$ cat config.mk
export PLATFORM = sky130hd
export DESIGN_NAME = arm_imm_encoder
export DESIGN_NICKNAME = d
export VERILOG_FILES = /design/src/rtl/arm_pkg.sv /design/src/rtl/rol32.sv /design/src/rtl/arm_imm_encoder.sv
export SDC_FILE = /design/constraint.sdc
export NUM_CORES = 1
export LEC_CHECK = 0
export BUFFER_PORTS_ARGS = -buffer_cell sky130_fd_sc_hd__buf_4
export CAP_MARGIN = 10
export CORE_MARGIN = 2
export CORE_UTILIZATION = 50
export DETAILED_ROUTE_END_ITERATION = 10
export GPL_ROUTABILITY_DRIVEN = 0
export PLACE_DENSITY = 0.71
export SLEW_MARGIN = 10
export SYNTH_ARGS = -nofsm -noshare
export SYNTH_HDL_FRONTEND = slang
export SYNTH_HIERARCHICAL = 1
export SYNTH_SLANG_ARGS = --single-unit
$ cat constraint.sdc
create_clock -name clk -period 4.6 [get_ports clk]
set_clock_uncertainty 0.1 [all_clocks]
set_input_delay 0.46 -clock clk [delete_from_list [all_inputs] [get_ports clk]]
set_output_delay 0.46 -clock clk [all_outputs]
set_load 0.005 [all_outputs]
$ cat src/rtl/arm_pkg.sv
`default_nettype none
// ============================================================================
// Module      : arm_pkg
// Description : Shared types and constants for the ARM rotated-immediate
//               encoder (immediate field layout, FSM states, rotation count).
// Revision    : 1.0 - initial release
// ============================================================================
package arm_pkg;

    // Number of even rotations examined per search pass
    localparam int IMM_ROT_STEPS = 16;

    // Operand-2 immediate field: value = ROR(imm8, 2*rot)
    typedef struct packed {
        logic [3:0] rot;
        logic [7:0] imm8;
    } imm12_t;

    // Encoder control states
    typedef enum logic [1:0] {
        IDLE   = 2'd0,
        SEARCH = 2'd1,
        DONE   = 2'd2
    } enc_state_t;

endpackage
`default_nettype wire

$ cat src/rtl/rol32.sv
`default_nettype none
// ============================================================================
// Module      : rol32
// Description : Combinational 32-bit rotate-left by a 5-bit amount.
// Revision    : 1.0 - initial release
// ============================================================================
module rol32 (
    input  logic [31:0] value,
    input  logic [4:0]  amount,
    output logic [31:0] result
);

    logic [63:0] doubled;

    // Shift a doubled copy left so the bits leaving bit 31 land back at bit 0
    always_comb begin
        doubled = {value, value} << amount;
        result  = doubled[63:32];
    end

endmodule
`default_nettype wire

$ cat src/rtl/arm_imm_encoder.sv
`default_nettype none
// ============================================================================
// Module      : arm_imm_encoder
// Description : Iterative encoder for ARM rotated immediates. Searches the 16
//               even rotations of a 32-bit constant, one per clock, and
//               returns {rot, imm8} plus a found flag.
//               Optional macro IMM_ENC_INVERT_EN adds a second pass on the
//               bitwise inverse (MVN/BIC form) and drives out_inverted.
// Revision    : 1.0 - initial release
// ============================================================================
module arm_imm_encoder
    import arm_pkg::*;
(
    input  logic        clk,
    input  logic        rst_n,
    input  logic        in_valid,
    output logic        in_ready,
    input  logic [31:0] in_value,
    output logic        out_valid,
    input  logic        out_ready,
    output logic [11:0] out_imm12,
    output logic        out_found,
    output logic        out_inverted
);

    localparam logic [3:0] ROT_LAST = 4'(IMM_ROT_STEPS - 1);

    enc_state_t  state;
    enc_state_t  state_nx;
    logic [31:0] cand;
    logic [3:0]  rot;
    logic [31:0] rotated;
    imm12_t      imm_q;
    logic        found_q;
    logic        match;
    logic        last_rot;
    logic        retry;
    logic        accept;

    // ROL by 2*rot undoes the ROR of the decode, exposing imm8 in the low byte
    rol32 u_rol32 (
        .value  (cand),
        .amount ({rot, 1'b0}),
        .result (rotated)
    );

    assign match    = (rotated[31:8] == 24'd0);
    assign last_rot = (rot == ROT_LAST);
    assign accept   = in_valid && (state == IDLE);

`ifdef IMM_ENC_INVERT_EN
    logic inv;
    logic inv_q;

    assign retry = last_rot && !inv;

    // Pass flag: cleared on accept, set when restarting on the inverted value
    always_ff @(posedge clk or negedge rst_n) begin
        if (!rst_n) begin
            inv   <= 1'b0;
            inv_q <= 1'b0;
        end else if (accept) begin
            inv <= 1'b0;
        end else if (state == SEARCH) begin
            if (match) begin
                inv_q <= inv;
            end else if (retry) begin
                inv <= 1'b1;
            end else if (last_rot) begin
                inv_q <= 1'b0;
            end
        end
    end

    assign out_inverted = inv_q;
`else
    assign retry        = 1'b0;
    assign out_inverted = 1'b0;
`endif

    // State register
    always_ff @(posedge clk or negedge rst_n) begin
        if (!rst_n) begin
            state <= IDLE;
        end else begin
            state <= state_nx;
        end
    end

    // Next-state logic
    always_comb begin
        state_nx = state;
        case (state)
            IDLE:    if (in_valid)                     state_nx = SEARCH;
            SEARCH:  if (match || (last_rot && !retry)) state_nx = DONE;
            DONE:    if (out_ready)                    state_nx = IDLE;
            default:                                   state_nx = IDLE;
        endcase
    end

    // Handshake outputs decoded from the registered state
    always_comb begin
        in_ready  = (state == IDLE);
        out_valid = (state == DONE);
    end

    // Search datapath: candidate, rotation counter and result registers
    always_ff @(posedge clk or negedge rst_n) begin
        if (!rst_n) begin
            cand    <= 32'd0;
            rot     <= 4'd0;
            imm_q   <= '0;
            found_q <= 1'b0;
        end else if (accept) begin
            cand <= in_value;
            rot  <= 4'd0;
        end else if (state == SEARCH) begin
            if (match) begin
                imm_q   <= '{rot: rot, imm8: rotated[7:0]};
                found_q <= 1'b1;
            end else if (!last_rot) begin
                rot <= rot + 4'd1;
            end else if (retry) begin
                cand <= ~cand;
                rot  <= 4'd0;
            end else begin
                imm_q   <= '0;
                found_q <= 1'b0;
            end
        end
    end

    assign out_imm12 = imm_q;
    assign out_found = found_q;

endmodule
`default_nettype wire

### Word-level counts from Yosys, hierarchy flattened

Index checks and enable logic that the tools add are counted.

| word-level totals | value |
|---|---|
| bits in registers | 51 |
| latch bits | 0 |
| memory bits (writable) | 0 |
| bits in read-only memories | 0 |
| output and inout port bits | 16 |
| word-level logic and storage cells | 38 |
| memories | 0 |

| operators by class | value |
|---|---|
| add/subtract/negate cells | 1 |
| $mul | 0 |
| divide/modulo/power cells | 0 |
| $lt $le $gt $ge | 0 |
| equality and inequality tests | 8 |
| shift operators | 1 |
| mux-type cells | 12 |
| bitwise operators | 1 |
| reduce and logical (&&, ||, !) cells | 9 |

Operators with widths:

| kind | number |
|---|---|
| $shl A64 B5 Y64 | 1 |
| $logic_not A24 Y1 | 1 |
| $mux W12 | 2 |
| $mux W4 | 4 |
| $reduce_and A3 Y1 | 3 |
| $mux W2 | 3 |
| $ne A2 B1 Y1 const B | 3 |
| $pmux W2 S3 | 1 |
| $add A4 B1 Y4 const B | 1 |
| $eq A4 B4 Y1 const B | 1 |
| $ne A2 B2 Y1 const B | 2 |
| $reduce_bool A2 Y1 | 2 |
| $eq A2 B1 Y1 const B | 1 |
| $eq A2 B2 Y1 const B | 1 |
| $logic_not A2 Y1 | 1 |
| $mux W1 | 2 |
| $logic_and A1 B1 Y1 | 1 |
| $logic_or A1 B1 Y1 | 1 |
| $not A1 Y1 | 1 |

### Logic depth before layout (Yosys ltp)

| logic depth | value |
|---|---|
| depth after elaboration | 5 |
| gate-level depth with buffers | 12 |
| mapped depth without buffers | 8 |

### Hierarchy

The synthesis kept the hierarchy.

By module, submodules not included:

| module | instances | cells each | area each (um^2) | seq. area each (um^2) |
|---|---|---|---|---|
| arm_imm_encoder | 1 | 209 | 2093.3 | 1276.2 |
| rol32 | 1 | 116 | 1949.4 | 0.0 |

### Worst setup path after synthesis

No wires, ideal clock.

| timing path | value |
|---|---|
| kind | register to register |
| from | register rot[2] |
| to | register imm_q (netlist bit out_imm12[10]) |
| arrival time | 3.023 ns |
| required time | 4.379 ns |
| path slack | 1.356 ns |
| cell stages (with the launch flop) | 13 |
| buffers on the path | 4 |
| clock period less this slack | 3.244 ns |
| path through | dfrtp_1 -> buf_6 -> buf_6 -> buf_2 -> mux4_2 -> mux4_2 -> mux2_2 -> nor4_2 -> nand4_2 -> nor2_4 -> o21ai_2 -> buf_6 -> a22o_1 |

| between the ends | value |
|---|---|
| cells in the longest elaborated chain, start to end | 4 |
| elaborated cells on any way between the ends | 6 |
| those cells by class | eq/ne (1); shift (1); mux (1); reduce/logical (3) |

RTL lines:

| element | line | source |
|---|---|---|
| start: declaration | arm_imm_encoder.sv:31 | `logic [3:0] rot;` |
| start signal: assignment | arm_imm_encoder.sv:122 | `rot <= rot + 4'd1;` |
| $shl A64 B5 Y64 * | rol32.sv:17 | `doubled = {value, value} << amount;` |
| via rotated[27] | arm_imm_encoder.sv:32 | `logic [31:0] rotated;` |
| $logic_not A24 Y1 * | arm_imm_encoder.sv:47 | `assign match = (rotated[31:8] == 24'd0);` |
| $reduce_bool A2 Y1 (no line) | -- |  |
| $reduce_and A3 Y1 (no line) | -- |  |
| end signal: assignment | arm_imm_encoder.sv:119 | `imm_q <= '{rot: rot, imm8: rotated[7:0]};` |
| end: declaration | arm_imm_encoder.sv:33 | `imm12_t imm_q;` |

Mark *: on every way through the listed nets, which the timed path passes. The rest lies on a longest branch.
A chain may end at the register's enable or synchronous reset.

### Worst setup path after layout

| timing path | value |
|---|---|
| from | register rot[0] |
| to | register imm_q (netlist bit out_imm12[8]) |

Same word-level chain as after synthesis.

==> results.txt <==
----------------------------------------------------
[Outcome]
  Status ... completed

[Floorplanning]
  Std cell rows ... 32
  Y dimension of the die ... 93.9 um
  Area of the core ... 7770 um^2
  Number of placed I/O pins ... 52
  Effective utilization at floorplan ... 52.0%
  Die boundary width ... 93.9 um
  Die area ... 8820 um^2

[Clock tree]
  Num CTS Buffers ... 5
  # hold bufs at CTS ... 0
  CTS tree ... yes
  Deepest level of the CTS H-tree ... 2
  Clock Pin Slew Worst Setup and Hold Paths ... 0.10 ns
  Clock buffer depth ... 2
  Sinks on Clock Net ... 51
  Post-CTS setup repair buffer count ... 0
  # resized after CTS ... 0
  CTS root buf ... sky130_fd_sc_hd__clkbuf_8
  Skew-Pair Late Insertion Delay ... 0.31 ns

[Pwr]
  Max rail drop VDD ... 0.000510 V
  Register share of total power ... 27.9%
  Switch Pwr ... 1.57 mW
  Combinational Power Share ... 65.0%
  Static leakage power ... 1.96 nW
  Int Power ... 2.12 mW
  Ratio of total power to cell area ... 829 nW/um^2
  Clock share of power ... 7.2%
  Switching share of total power ... 42.6%

[Global route]
  Initial antenna violation count ... 0
  Global-route wire length before repair ... 15900 um
  All-layer global routing usage ... 23.7%
  Via count of the first global-routing pass ... 2902
  Total congestion overflow ... 0
  Largest net degree at the start of global routing ... 52

[Synthesis]
  Post-synthesis average cell area ... 12.4 um^2
  Fraction of registers with async set or reset after synthesis ... 100%
  Seq/Total Area, Yosys ... 31.6%
  Syn Inst Count ... 325
  Number of flops mapped to enable cells by yosys ... 0
  Area of the mapped netlist ... 4040 um^2
  Most frequently used flop master after synthesis ... sky130_fd_sc_hd__dfrtp_1
  Yosys warning total ... 6
  Number of library cell types mapped by synthesis ... 34
  Register bit total from synthesis ... 51

[Route]
  Via-to-Cell Ratio ... 6.36
  Overall via count from detail_route ... 2918
  Detailed Route WL ... 9480 um
  Mean routed wirelength per cell ... 20.7 um
  Antenna-violating nets left ... 0
  Residual DRC count ... 0
  First-pass iteration count of the detailed router ... 5
  Iteration-0 DRC Markers ... 286

[Critical path]
  Critical-path cell with the highest stage delay ... sky130_fd_sc_hd__dfrtp_2
  Type of element capturing the critical path ... flop
  Setup Crit Path Kind ... flop to flop
  Data arrival time of the critical path ... 4.16 ns
  Crit path max-delay family ... multiplexers
  Data required time at the worst endpoint ... 4.75 ns
  Total buffers and inverters traversed by the critical path ... 0
  Kind of start point of the critical path ... flop
  Cell-by-cell trace of the critical path ... mux4_1, mux4_2, mux2_2, nor4_1, nand2_1, nor3_4, a22o_1
  Slowest stage delay, CP ... 1.01 ns
  Crit path max fanout ... 37

[Final layout]
  Number of standard cells in the final layout excluding fillers ... 459
  Layout cells sized above 1 ... 47.3%
  Commonest non-fill, non-tap cells in the layout ... sky130_fd_sc_hd__nand2_1, sky130_fd_sc_hd__mux4_2, sky130_fd_sc_hd__buf_4
  Net count reported at finish ... 393
  Number of antenna cells inserted ... 0
  Area grow syn2layout ... 10.3%
  Number of fill cells in the layout ... 670
  Most common library cell in the layout ignoring fill and taps ... sky130_fd_sc_hd__nand2_1

[STA]
  Final Hold Viols ... 0
  Tightest slew margin relative to the limit ... 25.3%
  Post-layout min period ... 4.02 ns
  Post-route setup TNS ... 0 ns
  Worst hold slack after final layout ... 0.0588 ns
  Highest clock frequency the design can meet ... 249 MHz
  Worst Tran Pin Value ... 1.12 ns
  Max-slew violations ... 0
  Final setup violation count ... 0
  Unrepaired setup endpoints after global routing ... false
  Fin crit share ... 87.3%

[Min path]
  Worst min path class ... primary input to async pin

[Placed design]
  Placed wire-length estimate ... 7200 um
  Number of cells after detailed placement ... 451
  Buffers on Ports ... 50

[Flow run]
  # Max-Cap Violations ... 0

----------------------------------------------------
==> synth_stat cells (2+ instances only) <==
cell type / count / area, um^2
sky130_fd_sc_hd__mux2i_1: 4 / 40.0
sky130_fd_sc_hd__inv_1: 2 / 7.51
sky130_fd_sc_hd__o21ai_0: 2 / 10.0
sky130_fd_sc_hd__a22o_2: 3 / 30.0
sky130_fd_sc_hd__a22o_1: 9 / 78.8
sky130_fd_sc_hd__nor2_1: 2 / 7.51
sky130_fd_sc_hd__nor4_2: 4 / 50.1
sky130_fd_sc_hd__mux4_2: 63 / 1420
sky130_fd_sc_hd__buf_12: 2 / 40.0
sky130_fd_sc_hd__buf_1: 2 / 7.51
sky130_fd_sc_hd__dfrtp_1: 51 / 1280
sky130_fd_sc_hd__buf_6: 6 / 67.6
sky130_fd_sc_hd__buf_2: 6 / 30.0
sky130_fd_sc_hd__nor4_1: 2 / 12.5
sky130_fd_sc_hd__nand2_1: 102 / 383
sky130_fd_sc_hd__nand2b_1: 4 / 25.0
sky130_fd_sc_hd__clkbuf_1: 13 / 48.8
sky130_fd_sc_hd__mux2_2: 32 / 360
==> layer usage <==
metal | share of wire (%) | global-route usage, %
met1 | 41 | 35.3
met2 | 49 | 36.1
met3 | 8.4 | 3.85
met4 | 1.8 | 7.61
met5 | 0 | 0
==> worst paths after layout <==
check	to	start	depth (start not counted)	slack, ns
worst min register to register	out_imm12[3]$_DFFE_PN0P_	out_imm12[3]$_DFFE_PN0P_	1	0.41
worst max-delay path	out_imm12[8]$_DFFE_PN0P_	rot[0]$_DFFE_PN0P_	7	0.58
min in group clk	cand[13]$_DFFE_PN0P_	in_value[13]	3	0.23
worst max register to register	out_imm12[8]$_DFFE_PN0P_	rot[0]$_DFFE_PN0P_	7	0.58
worst min-delay path	cand[4]$_DFFE_PN0P_	rst_n	1	0.06
max in group asynchronous	rot[3]$_DFFE_PN0P_	rst_n	1	3.87
==> layout make-up <==
class | instances | area [um^2] | share of cell area [%]
multi-input cells | 243 | 2560 | 57.4
flip-flops and latches | 51 | 1280 | 28.7
repair buffers | 53 | 398 | 8.92
well taps | 102 | 128 | 2.86
clock buffers | 5 | 68.8 | 1.54
clock inverters | 3 | 18.8 | 0.421
inverters | 2 | 7.51 | 0.168
==> sequential cells by signal (all words and copies together) (netlist names) <==
register / count
out_imm12: 12
cand: 32
out_found: 1
rot: 4
state: 2
==> power groups by stage <==
stage                     combinational (mW)  clock (mW)  sequential [mW]
after floorplan                         2.14           0            0.747
after detailed placement                2.36           0             1.04
after CTS                               2.37       0.268             1.03
final                                   2.40       0.265             1.03
after global routing                    2.56       0.287             1.09
after global placement                  2.30           0             1.03
==> cell families (layout without fill, tap and decap cells) <==
group | count (synthesis) | after routing | share of synthesized area (%)
adders and majority gates | 1 | 1 | 0.309
muxes | 100 | 100 | 45.7
buffers and inverters | 32 | 63 | 5.17
AOI/OAI and AO/OA | 16 | 16 | 3.34
and+or+nand+nor | 124 | 124 | 13.9
DFF | 51 | 51 | 31.6
other | 1 | 2 | 0.0928
==> through the flow <==
stage                     total power, mW  setup WS, ns  cell area, um^2  utilization, %
after floorplan                      2.89          1.36             4050               -
after global placement               3.33         0.662             4370            56.3
after detailed placement             3.40         0.576             4370            56.3
after CTS                            3.67         0.542             4460            57.4
after global routing                 3.93         0.316             4460            57.4
final                                3.70         0.584             4460            57.4
Note: power is estimated with default switching activity, not from simulation.
